[src/rtl/ks_control_unit.sv]
// K&S 16-bit processor control unit.
// Moore FSM sequencing fetch / decode / execute. Every output is a register
// loaded with the value belonging to the state being entered, so outputs
// depend only on the current state and never combinationally on inputs.

package k_and_s_pkg;
    typedef enum logic [3:0] {
        I_NOP    = 4'd0,
        I_ADD    = 4'd1,
        I_SUB    = 4'd2,
        I_AND    = 4'd3,
        I_OR     = 4'd4,
        I_MOVE   = 4'd5,
        I_LOAD   = 4'd6,
        I_STORE  = 4'd7,
        I_BRANCH = 4'd8,
        I_BZERO  = 4'd9,
        I_BNEG   = 4'd10,
        I_HALT   = 4'd11
    } decoded_instruction_type;
endpackage

module ks_control_unit
    import k_and_s_pkg::*;
#(
    parameter int MEM_LATENCY = 2,   // 1..7
    parameter int CNT_W       = 16
) (
    input  logic                    clk,
    input  logic                    rst_n,
    input  decoded_instruction_type decoded_instruction,
    input  logic                    zero_op,
    input  logic                    neg_op,
    output logic                    branch,
    output logic                    pc_enable,
    output logic                    ir_enable,
    output logic                    addr_sel,
    output logic                    c_sel,
    output logic [1:0]              operation,
    output logic                    write_reg_enable,
    output logic                    flags_reg_enable,
    output logic                    ram_write_enable,
    output logic                    halt,
    output logic [CNT_W-1:0]        retired_count
);

    // Last value of the wait counter before the RAM data is valid.
    localparam logic [2:0] WAIT_LAST = 3'(MEM_LATENCY - 1);

    // Branch resolution is folded into two states so the PC strobes remain a
    // pure function of state. The flags are registered in the datapath and
    // only move in EXEC_ALU, so the value seen while dispatching from DECODE
    // is the value present during the branch cycle.
    typedef enum logic [3:0] {
        S_FETCH,
        S_LOAD_IR,
        S_DECODE,
        S_EXEC_ALU,
        S_EXEC_MOVE,
        S_MEM_LD,
        S_MEM_ST,
        S_LOAD_WB,
        S_STORE_WR,
        S_BR_TAKEN,
        S_BR_NOT,
        S_RETIRE,
        S_HALT
    } state_t;

    state_t     state;
    logic [2:0] wait_cnt;

    // State transitions plus registered outputs for the state being entered.
    always_ff @(posedge clk) begin
        if (!rst_n) begin
            state            <= S_FETCH;
            wait_cnt         <= 3'd0;
            retired_count    <= '0;
            branch           <= 1'b0;
            pc_enable        <= 1'b0;
            ir_enable        <= 1'b0;
            addr_sel         <= 1'b0;
            c_sel            <= 1'b0;
            operation        <= 2'b00;
            write_reg_enable <= 1'b0;
            flags_reg_enable <= 1'b0;
            ram_write_enable <= 1'b0;
            halt             <= 1'b0;
        end else begin
            // Everything idles unless the entered state raises it below.
            branch           <= 1'b0;
            pc_enable        <= 1'b0;
            ir_enable        <= 1'b0;
            addr_sel         <= 1'b0;
            c_sel            <= 1'b0;
            operation        <= 2'b00;
            write_reg_enable <= 1'b0;
            flags_reg_enable <= 1'b0;
            ram_write_enable <= 1'b0;
            halt             <= 1'b0;

            case (state)
                S_FETCH: begin
                    if (wait_cnt == WAIT_LAST) begin
                        wait_cnt  <= 3'd0;
                        state     <= S_LOAD_IR;
                        ir_enable <= 1'b1;
                        pc_enable <= 1'b1;
                    end else begin
                        wait_cnt <= wait_cnt + 3'd1;
                    end
                end

                S_LOAD_IR: state <= S_DECODE;

                S_DECODE: begin
                    case (decoded_instruction)
                        I_ADD, I_SUB, I_AND, I_OR: begin
                            state            <= S_EXEC_ALU;
                            write_reg_enable <= 1'b1;
                            flags_reg_enable <= 1'b1;
                            case (decoded_instruction)
                                I_ADD:   operation <= 2'b01;
                                I_SUB:   operation <= 2'b10;
                                I_AND:   operation <= 2'b11;
                                default: operation <= 2'b00;
                            endcase
                        end
                        I_MOVE: begin
                            // a|a passes the source through; flags untouched.
                            state            <= S_EXEC_MOVE;
                            write_reg_enable <= 1'b1;
                        end
                        I_LOAD: begin
                            state    <= S_MEM_LD;
                            addr_sel <= 1'b1;
                        end
                        I_STORE: begin
                            state    <= S_MEM_ST;
                            addr_sel <= 1'b1;
                        end
                        I_BRANCH, I_BZERO, I_BNEG: begin
                            if (decoded_instruction == I_BRANCH ||
                                (decoded_instruction == I_BZERO && zero_op) ||
                                (decoded_instruction == I_BNEG  && neg_op)) begin
                                state     <= S_BR_TAKEN;
                                pc_enable <= 1'b1;
                                branch    <= 1'b1;
                            end else begin
                                state <= S_BR_NOT;
                            end
                        end
                        I_HALT: begin
                            state <= S_HALT;
                            halt  <= 1'b1;
                        end
                        default: state <= S_RETIRE;
                    endcase
                end

                S_MEM_LD: begin
                    addr_sel <= 1'b1;
                    if (wait_cnt == WAIT_LAST) begin
                        wait_cnt         <= 3'd0;
                        state            <= S_LOAD_WB;
                        c_sel            <= 1'b1;
                        write_reg_enable <= 1'b1;
                    end else begin
                        wait_cnt <= wait_cnt + 3'd1;
                    end
                end

                S_MEM_ST: begin
                    addr_sel <= 1'b1;
                    if (wait_cnt == WAIT_LAST) begin
                        wait_cnt         <= 3'd0;
                        state            <= S_STORE_WR;
                        ram_write_enable <= 1'b1;
                    end else begin
                        wait_cnt <= wait_cnt + 3'd1;
                    end
                end

                S_EXEC_ALU, S_EXEC_MOVE, S_LOAD_WB, S_STORE_WR,
                S_BR_TAKEN, S_BR_NOT: state <= S_RETIRE;

                S_RETIRE: begin
                    state         <= S_FETCH;
                    retired_count <= retired_count + CNT_W'(1);
                end

                S_HALT: halt <= 1'b1;

                default: begin
                    state    <= S_FETCH;
                    wait_cnt <= 3'd0;
                end
            endcase
        end
    end

endmodule
[config.mk]
export PLATFORM = sky130hd
export DESIGN_NAME = ks_control_unit
export DESIGN_NICKNAME = d
export VERILOG_FILES = /design/src/rtl/ks_control_unit.sv
export SDC_FILE = /design/constraint.sdc
export NUM_CORES = 1
export LEC_CHECK = 0
export ABC_AREA = 1
export ABC_CLOCK_PERIOD_IN_PS = 1900
export CORE_MARGIN = 2
export CORE_UTILIZATION = 51
export DETAILED_ROUTE_END_ITERATION = 10
export PLACE_DENSITY = 0.79
export SETUP_SLACK_MARGIN = 0.2
export SLEW_MARGIN = 20
export SYNTH_ARGS = -nofsm -noshare
export SYNTH_HDL_FRONTEND = slang
export SYNTH_SLANG_ARGS = --single-unit
[constraint.sdc]
create_clock -name clk -period 1.9 [get_ports clk]
set_clock_uncertainty 0.05 [all_clocks]
set_input_delay 0.285 -clock clk [delete_from_list [all_inputs] [get_ports clk]]
set_output_delay 0.285 -clock clk [all_outputs]
set_load 0.01 [all_outputs]
==> out/qor_table.md, run 1 <==
| Step | Item | This run |
|---|---|---|
| run status | Run status | completed |
| clock network | TritonCTS Sinks | 34 |
| synth | Cell type contributing the most total cell area after synthesis | sky130_fd_sc_hd__dfxtp_1 |
| setup path | Crit Reg-Reg Startpoint | state[0] |
| power | Leak | 0.0009466 uW |
| synth | Average cell area after synthesis | 6.741 sq um |
| power | Portion of total power attributed to sequential cells | 0.480 |
| synth | Ranking of synthesized cells by instance count | 72 x sky130_fd_sc_hd__nand2_1, 34 x sky130_fd_sc_hd__dfxtp_1, 34 x sky130_fd_sc_hd__nor2_1, 28 x sky130_fd_sc_hd__inv_1, 23 x sky130_fd_sc_hd__a21oi_1 |
| placed design | DPL Wire Length | 3063 um |
| synth | Share of synthesized flip-flops with an asynchronous set or reset | 0 |
| sta | Period minus WS final | 1.637 ns |
| detailed routing | Total Routed Length | 4050 um |
| clock network | Clock tree from TritonCTS | done |
| detailed routing | Average wire per cell in the routed design | 11.57 um |
| global routing | Global-route congestion overflow total | 0 |
| placed design | Count of input and output buffers | 34 |
| power | Internal portion of total power | 1081 uW |
| setup path | R2R Setup Slk | 0.33 ns |
| detailed routing | Via total after detailed routing | 1803 |
| sta | Setup Total Neg Slack | 0 ns |
| setup path | Worst path top cell family by delay | buffers and inverters |
| layout | Total non-filler cell area in the finished layout | 0.002241 sq mm |
| setup path | Crit-path max FO | 5 |
| placed design | Post-Place Cell Area | 0.002171 sq mm |
| detailed routing | First-pass iteration count of the detailed router | 4 |
| synth | Main area contributors after synthesis | sky130_fd_sc_hd__dfxtp_1 38%, sky130_fd_sc_hd__nand2_1 15%, sky130_fd_sc_hd__nor2_1 7.2% |
| run | Number of max-cap violations | 0 |
| sta | Max transition margin | 0.8111 |
| die | Die area | 0.003964 sq mm |
| power | Power Dens Cells | 737.4 mW/mm^2 |
| die | I/O pin cnt | 35 |
| sta | Max Freq | 0.6108 GHz |
| sta | Setup slack of the critical path after layout | 0.2628 ns |
| clock network | Clock latency on the worst-skew pair | 0.34 ns |
| setup path | Worst R2R End | retired_count[13] |
| clock network | Num CTS Buffers | 5 |
| synth | Number of flip-flops and latches in the synthesized netlist | 34 |
| synth | Syn. warnings | 0 |
| setup path | Crit path buffers/inverters | 1 |
| sta | Ratio of final minimum period to clock period | 0.8617 |
| setup path | Number of logic stages on the critical path including buffering | 1 |
| synth | Number of cells produced by synthesis | 263 |
| setup path | CP cell instances | clkdlybuf4s50_1 |
| die | Die extent in x | 62.96 um |
| synth | Unique masters post-synth | 30 |
| setup path | Reg2reg path depth | 9 |
| sta | Setup repair after global routing missed its margin | false |
| detailed routing | Residual DRC count | 0 |
| global routing | Number of global-route vias before repair | 1630 |
| placed design | Placement-stage worst setup slack | 0.2226 ns |
| sta | Setup violation total in the final timing report | 0 |
| global routing | Wire length of the first global-routing pass | 6900 um |
| global routing | Maximum number of pins on one net before global-route repair | 16 |
| power | Worst vdd rail ir drop | 606.3 uV |
| synth | Synth Flop Type | sky130_fd_sc_hd__dfxtp_1 |
| power | Sw Ratio | 0.3455 |
| synth | Share of Yosys cell area claimed by the top area cell type | 0.3839 |
| die | Core Region | 0.003337 sq mm |
| setup path | CP peak stage delay | 0.56 ns |
| layout | Signed area change from the synthesized netlist to the final layout | 26.39% |
| global routing | Number of antenna violations at the first check in global routing | 0 |
| synth | Number of enable-type register cells in the synthesized netlist | 0 |
| worst hold path | Worst Hold Launch | retired_count[3] |
| synth | Most frequently used cell type in the post-synthesis netlist | sky130_fd_sc_hd__nand2_1 |
| synth | Fraction of the yosys area taken by sequential cells | 0.3839 |
| detailed routing | 1st-iter DRT viols | 156 |
| detailed routing | Routed via count divided by cell count | 5.151 |
| die | Number of standard-cell rows in the floorplan | 21 |
| setup path | Arr. time, crit path | 1.30 ns |
| setup path | Kind of capture point of the worst setup path | primary output |
| sta | Worst slew pin tran | 0.2825 ns |
| power | Switching Power | 570.9 uW |
| synth | Number of nets in the synthesized netlist | 272 |
| setup path | Worst path required time | 1.56 ns |
| setup path | CP max-delay cell | sky130_fd_sc_hd__clkdlybuf4s50_1 |
| power | Combinational share of power | 0.253 |
| layout | Number of inserted diodes | 0 |
| clock network | H-Tree Level Count | 2 |
| detailed routing | Antenna Nets Post-Route | 0 |
| global routing | GRT Util Overall | 0.2172 |
| synth | Cell Area, Synth | 0.001773 sq mm |
| die | Vert. Die Dim | 62.96 um |
| layout | Share of post-route cells with drive strength above 1 | 0.1053 |
| setup path | Startpoint type of the worst setup path | flop |
| layout | Layout net count | 312 |
| worst hold path | Hold Path Class | flop to flop |
| placed design | Final Wtd Congestion | 0.9188 |
| sta | Max-slew violation count | 0 |
| setup path | Worst setup path category | flop to primary output |
| clock network | Clock edge transition at the registers on the reported setup and hold paths | 0.12 ns |
| sta | Final hold viol count | 0 |
| clock network | Clock tree buffer depth | 2 |
| clock network | Root Buffer Master | sky130_fd_sc_hd__clkbuf_4 |
| die | Initial core utilization | 0.5313 |
| worst hold path | Hold-critical path depth | 1 |
| power | Clock share of power | 0.266 |
| worst hold path | Endpoint, Worst Hold | retired_count[3] |
| clock network | Number of buffers added to fix hold violations after cts | 0 |
sequential cells by signal, summed over array words and instances (netlist names):
name / flops
halt: 1
wait_cnt: 3
ir_enable: 1
addr_sel: 1
ram_write_enable: 1
pc_enable: 1
state: 4
flags_reg_enable: 1
retired_count: 16
write_reg_enable: 1
branch: 1
operation: 2
c_sel: 1
metrics by stage:
stage,std cells,hold slack [ns],util,power [uW]
detailed placement,342,0.4312,0.6505,1222
floorplan,263,0.3131,-,1097
global route,350,0.4614,0.6715,1756
CTS,350,0.4479,0.6697,1654
global placement,342,0.4261,0.6505,1218
finish,350,0.4352,0.6715,1652
metal layers:
layer  up-vias  routed length [um]  GRT usage
met3         4                 200    0.04505
met2        49                1942     0.3684
li1        939                   -          -
met4         0                  38    0.09167
met5         -                   0          0
met1       811                1867     0.2651
worst max path at each step:
stage	from	endpoint	slack, ns
final	retired_count[10]	retired_count[10]	0.26
after global routing	retired_count[10]	retired_count[10]	0.20
after CTS	retired_count[11]	retired_count[11]	0.21
after detailed placement	decoded_instruction[1]	state[1]	0.22
after global placement	decoded_instruction[2]	state[0]	0.27
after floorplan	retired_count[0]	retired_count[12]	0.56
cell families (layout without fill, tap and decap cells):
group | Yosys count | in the layout | synth area share
compound gates | 41 | 41 | 0.1221
xor+xnor | 2 | 2 | 0.009882
fa+ha+maj | 1 | 1 | 0.007056
buf+inv | 34 | 75 | 0.07552
flops | 34 | 34 | 0.3839
simple gates | 151 | 151 | 0.4016
power groups by stage:
| stage | registers [uW] | logic [uW] | clock network, uW |
|---|---|---|---|
| after global routing | 801 | 477 | 477 |
| final | 793 | 419 | 440 |
| after detailed placement | 809 | 413 | 0 |
| after floorplan | 812 | 285 | 0 |
| after CTS | 793 | 415 | 446 |
| after global placement | 808 | 410 | 0 |
layout by cell type, fill, tap and decap left out, drive strengths merged:
master	netlist	routed
buf	1	2
a31o	1	1
a31oi	2	2
clkinv	0	1
a21oi	23	23
nand3	21	21
o21ai	13	13
o22ai	1	1
clkinvlp	0	1
nand3b	1	1
o32ai	1	1
and3	1	1
nand2	75	75
clkbuf	2	6
nand4	5	5
ha	1	1
inv	31	31
dfxtp	34	34
nor2	40	40
xor2	2	2
nor3	7	7
nor4	1	1
clkdlybuf4s50	0	34
final cells by class:
class | instances | area [sq um]
Fill cell | 317 | 1096
Sequential cell | 34 | 686.9
Tap cell | 46 | 57.56
Multi-Input combinational cell | 195 | 958.4
Clock inverter | 2 | 12.51
Inverter | 31 | 118.9
Clock buffer | 6 | 51.30
Timing Repair Buffer | 36 | 355.3
timing repair:
action | 4_1_cts | 5_1_grt
endpoints found under the hold margin | 0 | 0
resized for setup | 0 | 5
buffers inserted | 0 | 0
setup endpoints to repair | 0 | 5
No activity file was read; power rests on OpenSTA's default activity.
==> run 2: changes to the inputs <==
SLEW_MARGIN = 30   (was 20)
==> results of run 2 <==
Final layout, timing and power as in run 1 (identical DEF).
==> run 3: changes to the inputs <==
TNS_END_PERCENT = 1   (was not set)
==> out/qor_table.md, run 3 (synthesized netlist as in run 1, its figures left out) <==
| Step | Item | This run | Delta |
|---|---|---|---|
| detailed routing | Antenna Nets Post-Route | 0 | unchanged |
| power | Sw Ratio | 0.3433 | was 0.3455 |
| detailed routing | Residual DRC count | 0 | unchanged |
| power | Power Dens Cells | 736.6 mW/mm^2 | was 737.4 mW/mm^2 |
| die | Core Region | 0.003337 sq mm | unchanged |
| sta | Max Freq | 0.5944 GHz | was 0.6108 GHz |
| layout | Top library cells by usage in the layout, fill and taps aside | 72 x sky130_fd_sc_hd__nand2_1, 34 x sky130_fd_sc_hd__nor2_1, 34 x sky130_fd_sc_hd__clkdlybuf4s50_1 | unchanged |
| global routing | GRT Util Overall | 0.2172 | unchanged |
| layout | Most common cell after layout, fill and taps aside | sky130_fd_sc_hd__nand2_1 | unchanged |
| clock network | Number of buffers inserted to repair setup after CTS | 0 | unchanged |
| layout | Layout net count | 312 | unchanged |
| sta | Worst slew pin tran | 0.2854 ns | was 0.2825 ns |
| sta | Ratio of final minimum period to clock period | 0.8855 | was 0.8617 |
| detailed routing | First-pass iteration count of the detailed router | 5 | was 4 |
| sta | Final hold viol count | 0 | unchanged |
| detailed routing | Average wire per cell in the routed design | 11.43 um | was 11.57 um |
| clock network | Resized cells post-CTS | 0 | unchanged |
| layout | Fillers | 315 | was 317 |
| sta | Setup violation total in the final timing report | 0 | unchanged |
| sta | Period minus WS final | 1.682 ns | was 1.637 ns |
| global routing | Wire length of the first global-routing pass | 6900 um | unchanged |
| setup path | Worst setup path category | flop to primary output | unchanged |
| power | Worst vdd rail ir drop | 603.2 uV | was 606.3 uV |
| die | Number of standard-cell rows in the floorplan | 21 | unchanged |
| sta | Setup repair after global routing missed its margin | true | was false |
| clock network | Num CTS Buffers | 5 | unchanged |
| placed design | DPL Wire Length | 3063 um | unchanged |
| sta | Max transition margin | 0.8092 | was 0.8111 |
| layout | Number of inserted diodes | 0 | unchanged |
| power | Portion of total power attributed to sequential cells | 0.482 | was 0.480 |
| detailed routing | Total Routed Length | 3999 um | was 4050 um |
| die | Initial core utilization | 0.5313 | unchanged |
| global routing | Global-route congestion overflow total | 0 | unchanged |
| run | Number of max-cap violations | 0 | unchanged |
| placed design | Count of input and output buffers | 34 | unchanged |
| setup path | Crit-path max FO | 5 | unchanged |
| setup path | CP peak stage delay | 0.57 ns | was 0.56 ns |
| global routing | Number of global-route vias before repair | 1630 | unchanged |
| worst hold path | Hold Path Class | flop to flop | unchanged |
| layout | Signed area change from the synthesized netlist to the final layout | 26.11% | was 26.39% |
| detailed routing | Via total after detailed routing | 1813 | was 1803 |
| setup path | Startpoint type of the worst setup path | flop | unchanged |
| layout | Share of post-route cells with drive strength above 1 | 0.09211 | was 0.1053 |
| detailed routing | 1st-iter DRT viols | 165 | was 156 |
| run status | Run status | completed | unchanged |
| placed design | Final Wtd Congestion | 0.9188 | unchanged |
| power | Switching Power | 565.5 uW | was 570.9 uW |
| layout | Max FFs per register | 16 | unchanged |
| clock network | H-Tree Level Count | 2 | unchanged |
| die | I/O pin cnt | 35 | unchanged |
| power | Combinational share of power | 0.252 | was 0.253 |
| clock network | TritonCTS Sinks | 34 | unchanged |
| setup path | Kind of capture point of the worst setup path | primary output | unchanged |
| die | Die extent in x | 62.96 um | unchanged |
| layout | Total non-filler cell area in the finished layout | 0.002236 sq mm | was 0.002241 sq mm |
| setup path | Worst path required time | 1.56 ns | about the same |
| clock network | Root Buffer Master | sky130_fd_sc_hd__clkbuf_4 | unchanged |
| power | Internal portion of total power | 1082 uW | was 1081 uW |
| setup path | Arr. time, crit path | 1.35 ns | was 1.30 ns |
| clock network | Number of buffers added to fix hold violations after cts | 0 | unchanged |
| global routing | Number of antenna violations at the first check in global routing | 0 | unchanged |
| clock network | Clock tree buffer depth | 2 | unchanged |
| sta | Max-slew violation count | 0 | unchanged |
| die | Vert. Die Dim | 62.96 um | unchanged |
| setup path | Crit path buffers/inverters | 1 | unchanged |
| detailed routing | Routed via count divided by cell count | 5.180 | was 5.151 |
| clock network | Clock tree from TritonCTS | done | unchanged |
| clock network | Clock latency on the worst-skew pair | 0.34 ns | about the same |
| global routing | Maximum number of pins on one net before global-route repair | 16 | unchanged |
| power | Leak | 0.0009446 uW | was 0.0009466 uW |
| clock network | Clock edge transition at the registers on the reported setup and hold paths | 0.11 ns | was 0.12 ns |
| setup path | CP cell instances | clkdlybuf4s50_1 | unchanged |
| setup path | CP max-delay cell | sky130_fd_sc_hd__clkdlybuf4s50_1 | unchanged |
| power | Clock share of power | 0.266 | about the same |
| placed design | Post-Place Cell Area | 0.002171 sq mm | unchanged |
| sta | Setup Total Neg Slack | 0 ns | unchanged |
| layout | Largest Register | retired_count | unchanged |
| setup path | Worst path top cell family by delay | buffers and inverters | unchanged |
| die | Die area | 0.003964 sq mm | unchanged |
| layout | Largest registers | retired_count (16), state (4), wait_cnt (3) | unchanged |
==> run 3: tightest hold or removal path, delay by kind of cell (launching register included) <==
kind                   cells  cell delay [ns]
AOI/OAI and AO/OA          1             0.05
DFF                        1             0.36
buffers and inverters      1             0.06
==> run 3: final timing paths <==
path	slack (ns)	cells past startpoint	to	startpoint
min	0.45	2	retired_count[8]	retired_count[8]
max reg2reg	0.32	9	retired_count[13]	state[0]
min reg2reg	0.45	2	retired_count[8]	retired_count[8]
max	0.22	1	retired_count[11]	retired_count[11]
==> run 3: per-layer routing <==
layer,routed length (um),GRT usage
met4,38,0.09167
met1,1824,0.2651
met3,193,0.04505
met2,1943,0.3684
met5,0,0
==> run 3: layout make-up <==
| type | count | area, sq um | area share |
|---|---|---|---|
| clock inverter | 2 | 12.51 | 0.005596 |
| multi-input combinational | 195 | 958.4 | 0.4287 |
| sequential | 34 | 681.9 | 0.3050 |
| tap | 46 | 57.56 | 0.02574 |
| clock buffer | 6 | 51.30 | 0.02294 |
| timing repair buffer | 36 | 355.3 | 0.1589 |
| inverter | 31 | 118.9 | 0.05316 |
==> run 3: per-stage QoR <==
step	utilization	setup WS [ns]	cells	hold WS (ns)	total power, uW
global route	0.6700	0.1842	350	0.4797	1756
global placement	0.6505	0.2656	342	0.4261	1218
CTS	0.6697	0.2144	350	0.4479	1654
finish	0.6700	0.2176	350	0.4479	1647
floorplan	-	0.5565	263	0.3131	1097
detailed placement	0.6505	0.2226	342	0.4312	1222
==> run 3: power by group through the flow <==
stage / clock network, uW / logic [uW] / registers [uW]
2_1_floorplan: 0 / 285 / 812
3_3_place_gp: 0 / 410 / 808
3_5_place_dp: 0 / 413 / 809
4_1_cts: 446 / 415 / 793
5_1_grt: 477 / 477 / 801
6_report: 437 / 415 / 794
